`config.mk`:
```
export PLATFORM = sky130hd
export DESIGN_NAME = gpio_in_filter
export DESIGN_NICKNAME = d
export VERILOG_FILES = /design/src/rtl/gpio_in_filter.sv
export SDC_FILE = /design/constraint.sdc
export NUM_CORES = 1
export LEC_CHECK = 0
export ABC_AREA = 0
export CORE_ASPECT_RATIO = 0.75
export CORE_UTILIZATION = 59
export DETAILED_ROUTE_END_ITERATION = 10
export GPL_TIMING_DRIVEN = 1
export PLACE_DENSITY = 0.81
export SLEW_MARGIN = 30
export SYNTH_ARGS = -nofsm -noshare
export SYNTH_HDL_FRONTEND = slang
export SYNTH_SLANG_ARGS = --single-unit
```
`constraint.sdc`:
```
create_clock -name HCLK -period 11.1 [get_ports HCLK]
set_clock_uncertainty 0.1 [all_clocks]
set_input_delay 2.22 -clock HCLK [delete_from_list [all_inputs] [get_ports HCLK]]
set_output_delay 2.22 -clock HCLK [all_outputs]
set_load 0.1 [all_outputs]
```
`src/rtl/gpio_in_filter.sv`:
```
// GPIO input conditioning: 2-flop synchroniser followed by a per-pin, prescaled debounce filter.
// Define GPIO_FILT_EDGE_EN to add registered single-cycle edge_rise/edge_fall pulses.
module gpio_in_filter #(
    parameter int NPINS       = 32,
    parameter int FILT_WIDTH  = 4,
    parameter int PRESC_WIDTH = 8
) (
    input  logic                   HCLK,
    input  logic                   HRESET,
    input  logic [NPINS-1:0]       pad_in,
    input  logic [NPINS-1:0]       cfg_en,
    input  logic [PRESC_WIDTH-1:0] cfg_presc,
    input  logic [FILT_WIDTH-1:0]  cfg_thresh,
`ifdef GPIO_FILT_EDGE_EN
    output logic [NPINS-1:0]       edge_rise,
    output logic [NPINS-1:0]       edge_fall,
`endif
    output logic [NPINS-1:0]       gpio_filt
);

    logic [NPINS-1:0]       s0;
    logic [NPINS-1:0]       s1;
    logic [NPINS-1:0]       filt_nxt;
    logic [PRESC_WIDTH-1:0] pc;
    logic                   tick;
    logic [FILT_WIDTH-1:0]  cnt     [NPINS];
    logic [FILT_WIDTH-1:0]  cnt_nxt [NPINS];

    // Using >= rather than == means lowering cfg_presc below pc ticks at once instead of wrapping.
    assign tick = (pc >= cfg_presc);

    always_comb begin
        // NOTE: every variable gets a default before any branch, so no path can infer a latch.
        filt_nxt = gpio_filt;
        for (int i = 0; i < NPINS; i++) begin
            cnt_nxt[i] = cnt[i];
            if (!cfg_en[i]) begin
                filt_nxt[i] = s1[i];
                cnt_nxt[i]  = '0;
            end else if (s1[i] == gpio_filt[i]) begin
                cnt_nxt[i]  = '0;
            end else if (tick) begin
                if (cnt[i] >= cfg_thresh) begin
                    filt_nxt[i] = s1[i];
                    cnt_nxt[i]  = '0;
                end else begin
                    cnt_nxt[i]  = cnt[i] + 1'b1;
                end
            end
        end
    end

    // NOTE: state is updated with non-blocking assignments so every flop samples pre-edge values.
    always_ff @(posedge HCLK or posedge HRESET) begin
        if (HRESET) begin
            s0        <= '0;
            s1        <= '0;
            gpio_filt <= '0;
            pc        <= '0;
            // NOTE: the counter array is control state, not data storage, so it must be reset.
            for (int i = 0; i < NPINS; i++) begin
                cnt[i] <= '0;
            end
        end else begin
            s0        <= pad_in;
            s1        <= s0;
            gpio_filt <= filt_nxt;
            pc        <= tick ? '0 : pc + 1'b1;
            for (int i = 0; i < NPINS; i++) begin
                cnt[i] <= cnt_nxt[i];
            end
        end
    end

`ifdef GPIO_FILT_EDGE_EN
    // Pulses are produced on the same edge that changes gpio_filt.
    always_ff @(posedge HCLK or posedge HRESET) begin
        if (HRESET) begin
            edge_rise <= '0;
            edge_fall <= '0;
        end else begin
            edge_rise <= filt_nxt & ~gpio_filt;
            edge_fall <= ~filt_nxt & gpio_filt;
        end
    end
`endif

endmodule

```
==> summary.json <==
{
  "run_status": "complete, no violations",
  "worst_setup_path_endpoint": "gpio_filt[26]",
  "timing_worst_slew_pin_value_ns": 1.026,
  "io_buffer_count": 109,
  "drt-initial-drc-count": 970,
  "areaGrowthSynthToFinish_pct": 15.75,
  "finalSetupTns_ns": 0,
  "post_route_cells_drive_above_1_share_pct": 5.438,
  "cts_hold_buffers": 0,
  "timing.critical_path.fanout_max": 85,
  "timing.critical_path.slowest_stage_cell": "buf_4",
  "clock_sink_count": 232,
  "top_level_ports": 110,
  "dpl.cell_count": 1756,
  "power.density_nw_per_um2": 150.7,
  "synthesis.yosys.warnings": 0,
  "wl_per_cell_um": 17.52,
  "initial_utilization_pct": 60.90,
  "final_cell_mix": "232 x dfrtp_1, 169 x ha_1, 127 x a21oi_1, 126 x nand4_1, 121 x o21ai_0",
  "worstSetupStartpoint": "cfg_presc[0]",
  "postPlaceCellArea_um2": 14900,
  "finalInstanceArea_um2": 15750,
  "fp-row-count": 47,
  "slew_headroom_pct": 31.60,
  "nFillCells": 1713,
  "clk_transition_reported_paths_ns": 0.06,
  "die_area_um2": 23680,
  "vdd_drop_max_mv": 0.1331,
  "wl_um": 31580,
  "min_path_type": "flip-flop to flip-flop",
  "final.min_clock_period_ns": 5.574,
  "worst_ep_required_time_ns": 11.41,
  "antenna_left": 0,
  "final_core_util_pct": 70.49,
  "cp_top_family": "buffers and inverters",
  "grt_overflow": 0,
  "ff2ff_setup_slack_ns": 7.16,
  "clock.fmax_ghz": 0.1794,
  "path_class": "primary input to flip-flop",
  "finalCritPeriodShare_pct": 50.22,
  "cts_made_buffers": 25,
  "ctsLongestPathBuffers": 3,
  "r2r_start": "pc[0]",
  "h_tree_levels": 1,
  "startpoint_type": "primary input",
  "die-height_um": 133.5,
  "detail_route.drc_violations": 0,
  "final-max-slew-violation-count": 0,
  "cpPeakStageDelay_ns": 0.80,
  "dp_hpwl_um": 19540,
  "postCtsResizedCells": 0,
  "post_synth_main_area_contributors": "dfrtp_1 43%, ha_1 16%, nand4_1 5.8%",
  "final_common_cell": "dfrtp_1",
  "sum_of_buffers_and_inverters_on_the_critical_path": 3,
  "antenna-diode-count": 0,
  "average_instance_area_after_synthesis_um2": 9.692,
  "yosysTopAreaCellShare_pct": 42.66,
  "routed_via_density": 6.347,
  "clockRootBuffer": "clkbuf_16",
  "core-area_um2": 22350,
  "vias": 11440,
  "timing.rr.end": "gpio_filt[26]",
  "finalSetupViolations": 0,
  "cp.depth": 9,
  "mappedNetlistArea_um2": 13610,
  "postSynthRegisterBits": 232,
  "drt-pass1-iter-count": 6,
  "antenna_found_initial": 0,
  "synth-seq-area-share_pct": 42.66,
  "sequential_cell_area_um2": 5806,
  "grt_start_max_net_pins": 113,
  "cell_chain_critical_path": "clkdlybuf4s50_1 > ha_1 > nand2b_1 > a211o_1 > a2111oi_4 > buf_4 > buf_4 > o31ai_1 > mux2_1",
  "most_numerous_cell_on_the_critical_path": "buf_4",
  "timing.max_cap.violations": 0,
  "gp_congestion": 0.8037,
  "r2r_cells": 9,
  "design.final.nets": 1736,
  "synthDistinctLibCells": 33,
  "total_area_of_multi_input_combinational_cells_um2": 7263,
  "total_leakage_power_uw": 0.006556,
  "critical_path.endpoint_type": "flip-flop",
  "horizontal_die_dimension_um": 177.4,
  "worst-endpoint-arrival_ns": 5.88,
  "grt_first_pass_wirelength_um": 53480,
  "rsz0062_at_grt": "false",
  "postCtsSetupRepairBufs": 0,
  "grt_pass1_vias": 11440,
  "insertion_delay_ns": 0.53,
  "tritoncts": "yes",
  "post-synth-top-area-cell": "dfrtp_1",
  "finalNonFillerCells": 1802,
  "grt_usage_pct": 27.21,
  "final_hold_viol_count": 0,
  "syn-instance-count": 1404,
  "synth_net_count": 1651
}
## flip-flops by register name, summed over array words and instances, names as in the netlist
register and cells:
cnt 128, gpio_filt 32, s0 32, s1 32, pc 8
## final cells by class
type                            count  area share (%)
Multi-Input combinational cell   1033           46.11
Sequential cell                   232           36.86
Tap cell                          294           2.335
Timing Repair Buffer              120           7.443
Clock buffer                       37           4.830
Inverter                           77           1.883
Clock inverter                      9          0.5402
## synthesized netlist by cell type
library cell / number
a211oi_1: 65
clkbuf_1: 38
mux2_1: 10
and2_1: 1
nor2_1: 13
o21ai_1: 5
buf_1: 12
nand2_1: 66
nand2b_1: 33
xor2_1: 36
o31ai_1: 33
xnor2_1: 2
nand4_1: 126
dfrtp_1: 232
and3_1: 2
o211ai_1: 1
ha_1: 169
a211o_1: 1
buf_6: 1
a21oi_1: 127
o21ai_0: 121
mux2_2: 22
nor3_1: 62
or2_2: 1
a2111oi_4: 1
nand3_1: 99
o22ai_1: 2
buf_2: 8
buf_4: 3
inv_1: 77
a2111o_1: 1
o21a_1: 32
or3_1: 2
## metrics by stage
stage	power, uW	setup WS [ns]	hold WS, ns
after detailed placement	1534	5.054	0.2347
after global routing	2474	5.338	0.2499
after CTS	2381	5.591	0.2453
after global placement	1517	5.103	0.2332
after floorplan	1374	2.419	0.2312
final	2373	5.526	0.2428
## logic make-up (layout without fill, tap and decap cells)
group,after synthesis,count (layout),share of synthesized area (%)
simple gates,405,405,15.69
compound gates,389,389,16.97
flops,232,232,42.66
fa+ha+maj,169,169,15.54
buf+inv,139,243,4.046
xor+xnor,38,38,2.446
mux,32,32,2.648
## per-layer routing
| layer | wire length, um | up-vias | global-route usage (%) | part of all wire, % |
|---|---|---|---|---|
| met5 | 0 | - | 0 | 0 |
| met4 | 657 | 0 | 7.882 | 2.1 |
| met3 | 2021 | 60 | 3.653 | 6.4 |
| met2 | 15090 | 416 | 46.25 | 48 |
| met1 | 13810 | 5521 | 36.35 | 44 |
| li1 | - | 5440 | - | - |
## worst min path at each step
stage | cells after the start | slack [ns] | from | end
2_1_floorplan | 0 | 0.23 | s0[0] | s1[0]
3_3_place_gp | 0 | 0.23 | s0[12] | s1[12]
3_5_place_dp | 0 | 0.23 | s0[30] | s1[30]
4_1_cts | 0 | 0.25 | s0[15] | s1[15]
5_1_grt | 0 | 0.25 | s0[28] | s1[28]
6_report | 0 | 0.24 | s0[15] | s1[15]
## where the power goes
part	switching [uW]	internal [uW]
clock	347	498
sequential	44.8	892
combinational	435	156
total	827	1550
Note: power is estimated with default switching activity, not from simulation.
